$ cat src/rtl/mem_port_arbiter_4.sv
`default_nettype none
// ============================================================================
// Module   : mem_port_arbiter_4
// Brief    : Four-way round-robin arbiter for one shared memory/bus port, with
//            one-hot grant, mux select, ack routing and a hung-slave timeout.
// Revision : 1.0 - initial release
// ============================================================================
module mem_port_arbiter_4 #(
    parameter int TIMEOUT   = 15,
    parameter int TIMEOUT_W = 4
) (
    input  logic       clk,
    input  logic       reset,
    input  logic [3:0] req,
    input  logic       mem_ack,
    output logic [3:0] grant,
    output logic [1:0] select,
    output logic       mem_valid,
    output logic [3:0] ack,
    output logic       timeout_err
);

    typedef enum logic [0:0] {
        IDLE = 1'b0,
        BUSY = 1'b1
    } state_t;

    localparam logic [TIMEOUT_W-1:0] C_TIMEOUT = TIMEOUT_W'(TIMEOUT);
    localparam logic [TIMEOUT_W-1:0] C_CNT_MAX = {TIMEOUT_W{1'b1}};

    state_t                 r_state;
    state_t                 w_state_nxt;
    logic [TIMEOUT_W-1:0]   r_count;
    logic [TIMEOUT_W-1:0]   w_count_nxt;
    logic [1:0]             r_last;
    logic [1:0]             w_last_nxt;
    logic [3:0]             w_grant_nxt;
    logic [1:0]             w_select_nxt;
    logic                   w_valid_nxt;
    logic [3:0]             w_cand;
    logic [1:0]             w_cand_base;
    logic [2:0]             w_pick;
    logic                   w_at_limit;
    logic                   w_release;

    // Returns {found, index}: first asserted request scanning last+1 .. last+4.
    function automatic logic [2:0] rr_pick(input logic [3:0] r, input logic [1:0] last);
        logic [1:0] idx;
        logic [2:0] res;
        res = 3'b000;
        for (int i = 1; i <= 4; i++) begin
            idx = last + 2'(i);
            if (r[idx] && !res[2]) begin
                res = {1'b1, idx};
            end
        end
        return res;
    endfunction

    assign w_at_limit = (r_count == C_TIMEOUT);
    assign w_release  = (r_state == BUSY) && (mem_ack || w_at_limit);

    // In BUSY the candidate set excludes the current owner, so a requester that
    // still holds req in its own ack cycle cannot immediately win again.
    always_comb begin
        w_cand      = req;
        w_cand_base = r_last;
        if (r_state == BUSY) begin
            w_cand      = req & ~grant;
            w_cand_base = select;
        end
        w_pick = rr_pick(w_cand, w_cand_base);
    end

    always_comb begin
        w_state_nxt  = r_state;
        w_grant_nxt  = grant;
        w_select_nxt = select;
        w_valid_nxt  = mem_valid;
        w_count_nxt  = r_count;
        w_last_nxt   = r_last;

        case (r_state)
            IDLE: begin
                if (w_pick[2]) begin
                    w_grant_nxt  = 4'b0001 << w_pick[1:0];
                    w_select_nxt = w_pick[1:0];
                    w_valid_nxt  = 1'b1;
                    w_count_nxt  = '0;
                    w_state_nxt  = BUSY;
                end
            end
            BUSY: begin
                if (w_release) begin
                    w_last_nxt = select;
                    if (w_pick[2]) begin
                        w_grant_nxt  = 4'b0001 << w_pick[1:0];
                        w_select_nxt = w_pick[1:0];
                        w_valid_nxt  = 1'b1;
                        w_count_nxt  = '0;
                        w_state_nxt  = BUSY;
                    end else begin
                        w_grant_nxt  = 4'b0000;
                        w_select_nxt = 2'b00;
                        w_valid_nxt  = 1'b0;
                        w_count_nxt  = '0;
                        w_state_nxt  = IDLE;
                    end
                end else if (r_count != C_CNT_MAX) begin
                    w_count_nxt = r_count + 1'b1;
                end
            end
            default: begin
                w_state_nxt = IDLE;
            end
        endcase
    end

    always_ff @(posedge clk) begin
        if (reset) begin
            r_state   <= IDLE;
            grant     <= 4'b0000;
            select    <= 2'b00;
            mem_valid <= 1'b0;
            r_count   <= '0;
            r_last    <= 2'd3;
        end else begin
            r_state   <= w_state_nxt;
            grant     <= w_grant_nxt;
            select    <= w_select_nxt;
            mem_valid <= w_valid_nxt;
            r_count   <= w_count_nxt;
            r_last    <= w_last_nxt;
        end
    end

    // Completion wins over a simultaneous timeout; acks outside BUSY are dropped.
    always_comb begin
        ack         = 4'b0000;
        timeout_err = 1'b0;
        if (r_state == BUSY) begin
            if (mem_ack) begin
                ack = grant;
            end else if (w_at_limit) begin
                timeout_err = 1'b1;
            end
        end
    end

endmodule
`default_nettype wire

$ cat config.mk
export PLATFORM = sky130hd
export DESIGN_NAME = mem_port_arbiter_4
export DESIGN_NICKNAME = d
export VERILOG_FILES = /design/src/rtl/mem_port_arbiter_4.sv
export SDC_FILE = /design/constraint.sdc
export NUM_CORES = 1
export LEC_CHECK = 0
export ABC_AREA = 1
export CAP_MARGIN = 20
export CORE_ASPECT_RATIO = 0.8
export CORE_UTILIZATION = 30
export CTS_BUF_LIST = sky130_fd_sc_hd__clkbuf_8
export CTS_CLUSTER_DIAMETER = 150
export DETAILED_ROUTE_END_ITERATION = 12
export PLACE_DENSITY_LB_ADDON = 0.08
export SLEW_MARGIN = 40
export SYNTH_ARGS = -nofsm -noshare
export SYNTH_HDL_FRONTEND = slang
export SYNTH_SLANG_ARGS = --single-unit
$ cat constraint.sdc
create_clock -name clk -period 2.1 [get_ports clk]
set_input_delay 0.21 -clock clk [delete_from_list [all_inputs] [get_ports clk]]
set_output_delay 0.21 -clock clk [all_outputs]
set_load 0.05 [all_outputs]
**Yosys cells after proc, flatten, opt, wreduce, memory -nomap -nowiden**

Cells that the tools add are included.

- Add/subtract/negate cells: 4
- Magnitude comparators: 4
- Eq/ne operators: 5
- Shift operators: 1
- Mux-type cells: 37
- Bitwise operators: 3
- Reductions and logical operators: 11

Operator list:

| kind | number |
|---|---|
| 2-to-1 mux 4 bit | 9 |
| case mux 4 bit (2 select lines) | 2 |
| less-than comparator 2 x 3 -> 1 bit, second input constant | 4 |
| 2-to-1 mux 3 bit | 4 |
| 2-to-1 mux 1 bit | 11 |
| binary-select mux 1 bit (select 2 bit) | 4 |
| 2-to-1 mux 2 bit | 4 |
| AND reduction 2 bit | 3 |
| adder 2 bit, second input constant | 2 |
| adder 4 x 1 -> 4 bit, second input constant | 1 |
| bitwise AND 4 bit | 1 |
| equality test 4 bit, second input constant | 1 |
| logical AND 1 bit | 4 |
| inequality test 4 bit, second input constant | 1 |
| NOT 4 bit | 1 |
| case mux 1 bit (2 select lines) | 2 |
| case mux 2 bit (2 select lines) | 1 |
| left shift 1 x 2 -> 4 bit, first input constant | 1 |
| zero test 1 bit | 3 |
| inequality test 3 x 1 -> 1 bit, second input constant | 1 |
| adder 2 x 1 -> 2 bit, second input constant | 1 |
| inequality test 2 x 1 -> 1 bit, second input constant | 1 |
| inequality test 2 bit, second input constant | 1 |
| logical OR 1 bit | 1 |
| NOT 1 bit | 1 |

- Register bits after elaboration: 14
- Input bits: 7
- Output and inout port bits: 12
- Logic and storage cells: 71

**Depth between registers and ports, before layout**

Gate-level depths: netlist (run 1).

- Depth after elaboration: 19
- Gate-level depth with buffers: 16
- Depth with buffers taken out: 14

**Least setup slack after synthesis (run 1)**

No wires, ideal clock.

- Path type: register -> output
- Start point: register r_count[0]
- End point: output timeout_err
- Data arrival time: 1690 ps
- Required time: 1890 ps
- Setup slack: 200 ps
- Stages on the path, launching flop included: 4
- Path buffers: 0
- Cell sequence: dfxtp_1 ha_1 nand3_1 nor3_1

- Longest elaborated chain between the ends: 4

Ends and longest elaborated chain:

| what | line | RTL |
|---|---|---|
| from (decl) | 33 | `logic [TIMEOUT_W-1:0] r_count;` |
| from (signal assigned) | 132 | `r_count <= w_count_nxt;` |
| equality test 4 bit | 60 | `assign w_at_limit = (r_count == C_TIMEOUT);` |
| 2-to-1 mux 1 bit | 144 | `end else if (w_at_limit) begin` |
| 2-to-1 mux 1 bit | 142 | `if (mem_ack) begin` |
| 2-to-1 mux 1 bit | 141 | `if (r_state == BUSY) begin` |
| to (decl) | 20 | `output logic timeout_err` |

Every way passes these cells.

**Worst setup path in the final report (run 1)**

- Start point: register r_state
- End point: register select[1]

- Longest elaborated chain between the ends: 17
- Elaborated cells between the ends (all ways): 32
- Those cells by class: add/sub: 3; eq/ne: 2; mux: 18; bitwise: 1; reduce/logical: 8

Ends and longest elaborated chain:

| what | line | RTL |
|---|---|---|
| from (decl) | 31 | `state_t r_state;` |
| from (signal assigned) | 128 | `r_state <= w_state_nxt;` |
| 2-to-1 mux 2 bit | 68 | `if (r_state == BUSY) begin` |
| adder 2 x 1 -> 2 bit | 52 | `idx = last + 2'(i);` |
| binary-select mux 1 bit (select 2 bit) | 53 | `if (r[idx] && !res[2]) begin` |
| 2-to-1 mux 1 bit (implied by the code) | 53 |  |
| 2-to-1 mux 3 bit | 53 |  |
| zero test 1 bit | 53 |  |
| logical AND 1 bit | 53 |  |
| 2-to-1 mux 3 bit | 53 |  |
| zero test 1 bit | 53 |  |
| logical AND 1 bit | 53 |  |
| 2-to-1 mux 3 bit | 53 |  |
| zero test 1 bit | 53 |  |
| logical AND 1 bit | 53 |  |
| 2-to-1 mux 3 bit | 53 |  |
| 2-to-1 mux 2 bit | 96 | `if (w_pick[2]) begin` |
| 2-to-1 mux 2 bit | 94 | `if (w_release) begin` |
| case mux 2 bit (2 select lines) | 83 | `case (r_state)` |
| to (signal assigned) | 130 | `select <= w_select_nxt;` |
| to (decl) | 17 | `output logic [1:0] select,` |

Parallel ways exist; a longest one is shown, timed or not. The select of a mux whose other input is x is not followed.
A chain may end at the register's enable or synchronous reset.

==> impl_metrics.toml, run 1 <==
[outcome]
violations = "DRC"
outcome = "complete, but fails checks"

[die]
die_area_sq_um = 4020
die_height_microns = 56.9
coreArea_sq_um = 3520
boundaryPins = 19
chipWidth_microns = 70.7
initial_utilization = 0.321
rows = 19

[timing]
final-setup-viol-count = 0
final_critical_path_setup_slack_ns = 0.239
final_period_minus_worst_setup_slack_ns = 1.86
final_max_slew_viol_count = 0
finalCritPeriodShare = 0.886
max_slew.worst_pin.slew_ns = 0.495
hold_violations = 0
worst_slew_margin_rel = 0.669
max_freq_mhz = 537
unrepaired_setup_endpoints_after_global_routing = "false"
fin_setup_tns_ns = 0
fin_worst_skew_ns = 0.00196

[place]
buffer_ports.inserted = 18
numPlacedInstances = 241
detailedPlacementHpwl_microns = 2330
gpl.final_weighted_congestion = 0.836
pre_cts_slack_ns = 0.138

[detailed_routing]
detailedRoute.firstPassIterationCount = 8
via_count = 1168
route.final.wire_length_microns = 2910
avgRoutedWirePerCell_microns = 11.9
postRouteAntennaNets = 0
drt_first_iter_violations = 67
avgViaCountPerCell = 4.77
drc_viols = 2

[critical_path]
critical_path.endpoint_type = "flip-flop"
arrival_ns = 2.04
critical_path_class = "flip-flop to flip-flop"
cp-start-kind = "flip-flop"
critical_path.max_fanout = 15
worst_ep_required_ns = 2.28

[power]
worst_ir_drop_vdd_mv = 0.703
p_leak_nw = 0.695
power_density_nw_per_um2 = 1190
p_total_mw = 1.65

[synthesis]
seq_area_frac_synth = 0.248
synthesis.area_per_instance_sq_um = 6.18
synthesis_warning_total = 0
synth.ff_latch_count = 14
syn-num-nets = 191
yosysUniqueCellTypes = 24
synthCells = 183
post_synth_instance_area_sq_um = 1130

[final_layout]
stdcell_count = 245
final_nets = 212
fin_util = 0.394
num-fill-cells = 379
area_growth_pct = 22.5
insertedDiodeCount = 0
drive_gt1_frac = 0.187

[grt]
overflow = 0
track_usage = 0.155
antenna_violations_before_repair = 0
vias_in_the_first_global_route = 1016
grt_first_pass_wirelength_microns = 4750
grt_start_max_net_pins = 16

[run]
drv.max_cap_violation_count = 0

[clock_tree]
cts_post_setup_buffers_inserted = 0
clk_pin_slew_ns = 0.06
numCtsBuffers = 3
cts.sinks = 14
max-clock-path-buffers = 2
cts_root_buf = "clkbuf_8"
cts.htree.levels = 1
cts_tree = "built"
clock_latency_late_sink_ns = 0.25

[hold_path]
hold_path_class = "flip-flop to flip-flop"
==> layout make-up <==
cell class	instances	area [sq um]	share of cell area
flip-flops and latches	14	282	0.203
well taps	42	52.6	0.0379
inverters	21	88.8	0.0641
clock buffers	4	55.1	0.0397
multi-input cells	145	732	0.528
repair buffers	19	175	0.126
==> Yosys cell counts, drive strengths merged <==
cell     n  area, sq um
nand2   93          424
inv     20         80.1
dfxtp   14          280
nand3   14         92.6
nor2    13         65.1
a21oi   12         60.1
nand4    4         25.0
o21ai    3         15.0
buf      2         26.3
o221ai   2         17.5
clkbuf   1         3.75
clkinv   1         8.76
ha       1         12.5
nor3     1         5.00
or2      1         6.26
xor2     1         8.76
==> power breakdown <==
group,internal (mW),switching (mW)
clock,0.166,0.102
sequential,0.319,0.0604
combinational,0.311,0.693
==> sequential cells by signal, indices dropped and copies added (netlist names) <==
name and count:
grant 4, mem_valid 1, r_count 4, r_last 2, r_state 1, select 2
==> path summary, 6_finish.rpt <==
kind / start / end / cells past startpoint / slack, ns
worst max-delay path: r_state$_SDFF_PP0_ / select[1]$_SDFFE_PP0P_ / 12 / 0.24
worst min-delay path: mem_valid$_SDFFE_PP0P_ / mem_valid$_SDFFE_PP0P_ / 2 / 0.46
worst max register to register: r_state$_SDFF_PP0_ / select[1]$_SDFFE_PP0P_ / 12 / 0.24
worst min register to register: mem_valid$_SDFFE_PP0P_ / mem_valid$_SDFFE_PP0P_ / 2 / 0.46
==> layer usage <==
metal	routed length, microns	track usage
met5	0	0
met4	5	0.0257
met3	205	0.0431
met2	1240	0.225
met1	1450	0.230
==> critical path: stages, from the launching register on <==
cell     delay [ns]
dfxtp_2        0.44
nand2_1        0.12
nand2_4        0.18
nand2_1        0.09
nand2_2        0.11
nand2_1        0.09
nand2_2        0.12
nor2_8         0.05
nand3_4        0.08
inv_2          0.05
nor2_1         0.20
nand2_1        0.09
a21oi_1        0.16
==> timing repair <==
action / in CTS / in global routing
endpoints found under the setup margin: 0 / 10
resized for setup: 0 / 1
hold buffers: 0 / 0
==> placed cells by master, fill, tap and decap left out, drive strengths merged, types with 2 or more instances in the layout <==
| cell | count |
|---|---|
| nand2 | 93 |
| inv | 20 |
| dfxtp | 14 |
| nand3 | 14 |
| clkdlybuf4s50 | 13 |
| nor2 | 13 |
| a21oi | 12 |
| buf | 6 |
| nand4 | 4 |
| clkbuf | 4 |
| o21ai | 3 |
| o221ai | 2 |
==> cells by family (layout without fill, tap and decap cells) <==
family,after synthesis,after routing,synth area share
simple gates,126,126,0.546
compound gates,17,17,0.0819
xor+xnor,1,1,0.00774
flops,14,14,0.248
buf+inv,24,44,0.105
fa+ha+maj,1,1,0.0111
==> per-stage QoR <==
stage	instance area [sq um]	hold WS, ns
final	1390	0.465
after global routing	1390	0.509
after CTS	1380	0.470
after detailed placement	1330	0.453
after global placement	1330	0.456
after floorplan	1130	0.341
(Power assumes the default switching activity.)
==> inputs of run 2 (changes only) <==
==> constraint.sdc (replaced) <==
create_clock -name clk -period 1.7 [get_ports clk]
set_input_delay 0.17 -clock clk [delete_from_list [all_inputs] [get_ports clk]]
set_output_delay 0.17 -clock clk [all_outputs]
set_load 0.05 [all_outputs]
==> impl_metrics.toml, run 2 (synthesis results as in run 1) <==
[clock_tree]
cts.htree.levels = 1
max-clock-path-buffers = 2
clock_latency_late_sink_ns = 0.24
cts_tree = "built"
cts.sinks = 14
cts_root_buf = "clkbuf_8"
numCtsBuffers = 3
clk_pin_slew_ns = 0.06

[critical_path]
crit_chain = "buf_6 -> inv_8 -> nand2_1 -> nand2_2 -> buf_4 -> nand3_2 -> nand2_4 -> nor2_8 -> nand3_4 -> nand2_4 -> nand2_4 -> clkinv_4 -> nand2_1 -> a21oi_2"
worst_ep_required_ns = 1.88
critical_path.startpoint = "r_state$_SDFF_PP0_"
crit_slowest_cell = "dfxtp_2"
critPathBufInv = 4
crit_path_max_incr_delay_ns = 0.35
critical_path_class = "flip-flop to flip-flop"
arrival_ns = 1.86
critical_path.endpoint_type = "flip-flop"
cell_family_with_most_cp_delay = "simple AND/OR/NAND/NOR gates"
cp-start-kind = "flip-flop"
critical_path.max_fanout = 7
worstReg2RegStart = "r_state$_SDFF_PP0_"
path_common_cell = "nand2_4"

[timing]
worst_slew_margin_rel = 0.666
unrepaired_setup_endpoints_after_global_routing = "true"
fin_worst_skew_ns = 0.000780
finalCritPeriodShare = 0.989
final-setup-viol-count = 0
hold_violations = 0
max_freq_mhz = 595
final_period_minus_worst_setup_slack_ns = 1.68
final_max_slew_viol_count = 0
final_critical_path_setup_slack_ns = 0.0181
max_slew.worst_pin.slew_ns = 0.499
fin_setup_tns_ns = 0

[outcome]
violations = "DRC"
outcome = "complete, but fails checks"

[die]
initial_utilization = 0.321
die_height_microns = 56.9
rows = 19
die_area_sq_um = 4020
coreArea_sq_um = 3520
boundaryPins = 19
chipWidth_microns = 70.7

[power]
comb_power_share = 0.661
seqPwrFrac = 0.204
p_switching_mw = 1.19
power_density_nw_per_um2 = 1370
intPower_mw = 1.20
worst_ir_drop_vdd_mv = 0.900
pwr-share-clk = 0.135
p_leak_nw = 0.822
switching_share = 0.499

[hold_path]
hold_path_class = "flip-flop to flip-flop"
min_from = "mem_valid$_SDFFE_PP0P_"

[grt]
antenna_violations_before_repair = 0
vias_in_the_first_global_route = 1138
track_usage = 0.155
grt_first_pass_wirelength_microns = 4960
grt_start_max_net_pins = 11
overflow = 0

[place]
buffer_ports.inserted = 18
numPlacedInstances = 253
gpl.final_weighted_congestion = 0.838
detailedPlacementHpwl_microns = 2360
pre_cts_slack_ns = -0.0973

[detailed_routing]
route.final.wire_length_microns = 3010
avgViaCountPerCell = 4.74
avgRoutedWirePerCell_microns = 11.5
drc_viols = 2
detailedRoute.firstPassIterationCount = 8
via_count = 1242
drt_first_iter_violations = 44
postRouteAntennaNets = 0

[final_layout]
insertedDiodeCount = 0
fin_util = 0.496
area_growth_pct = 54.2
largest_registers = "grant: 4 flops, r_count: 4 flops"
num-fill-cells = 355
mostFrequentLayoutCells = "nand2_1 (46), nand2_2 (35), inv_1 (17)"
mostFrequentLayoutCell = "nand2_1"
stdcell_count = 262
drive_gt1_frac = 0.445
final_nets = 229

[run]
drv.max_cap_violation_count = 0
[run 2: cell types whose count changed in the layout (fill, tap and decap cells not counted), moves of 4 or more]
cell,before,now
buf_12,0,5
dfxtp_2,1,7
dfxtp_1,13,7
a21oi_1,12,8
a21oi_2,0,4
nand2_4,6,12
nand2_1,75,46
buf_4,6,15
nand2_2,12,35
[run 2: power groups by stage]
stage,Sequential [mW],Clock [mW],Combinational [mW]
floorplan,0.631,0,0.817
global placement,0.481,0,1.35
detailed placement,0.479,0,1.34
CTS,0.477,0.329,1.41
global route,0.491,0.344,1.73
finish,0.486,0.322,1.58
[run 2: through the flow]
| stage | hold WS, ns | area (sq um) | power [mW] |
|---|---|---|---|
| 6_report | 0.473 | 1740 | 2.39 |
| 5_1_grt | 0.502 | 1740 | 2.57 |
| 4_1_cts | 0.466 | 1610 | 2.22 |
| 3_5_place_dp | 0.455 | 1490 | 1.82 |
| 3_3_place_gp | 0.459 | 1490 | 1.83 |
| 2_1_floorplan | 0.301 | 1140 | 1.45 |
[run 2: cell type report]
cell class,instances,area (sq um),share of cell area
Clock buffer,4,55.1,0.0316
Inverter,21,91.3,0.0524
Multi-Input combinational cell,146,891,0.511
Sequential cell,14,289,0.166
Tap cell,42,52.6,0.0301
Timing Repair Buffer,35,365,0.209
[run 2: metal layers]
metal,vias up,part of all wire,GRT usage
li1,653,-,-
met1,573,0.53,0.226
met2,16,0.44,0.240
met3,0,0.028,0.0323
met4,0,0,0.0257
met5,-,0,0
[run 2: worst paths after layout]
path                             to  slack (ns)  cells after the start
max           grant[3]$_SDFFE_PP0P_        0.02                     14
min          mem_valid$_SDFFE_PP0P_        0.47                      2
min reg2reg  mem_valid$_SDFFE_PP0P_        0.47                      2
max reg2reg   grant[3]$_SDFFE_PP0P_        0.02                     14
[run 2: worst min-delay path, cell delays in order (launching register included)]
cell	delay (ns)
dfxtp_1	0.31
nand2_1	0.07
a21oi_2	0.05
[run 2: repair_timing]
| action | CTS | global route |
|---|---|---|
| gates cloned | 0 | 1 |
| endpoints found under the setup margin | 10 | 13 |
| hold buffers | 0 | 0 |
| setup buffers | 1 | 3 |
| pin swaps | 4 | 10 |
| gates resized for setup | 17 | 32 |
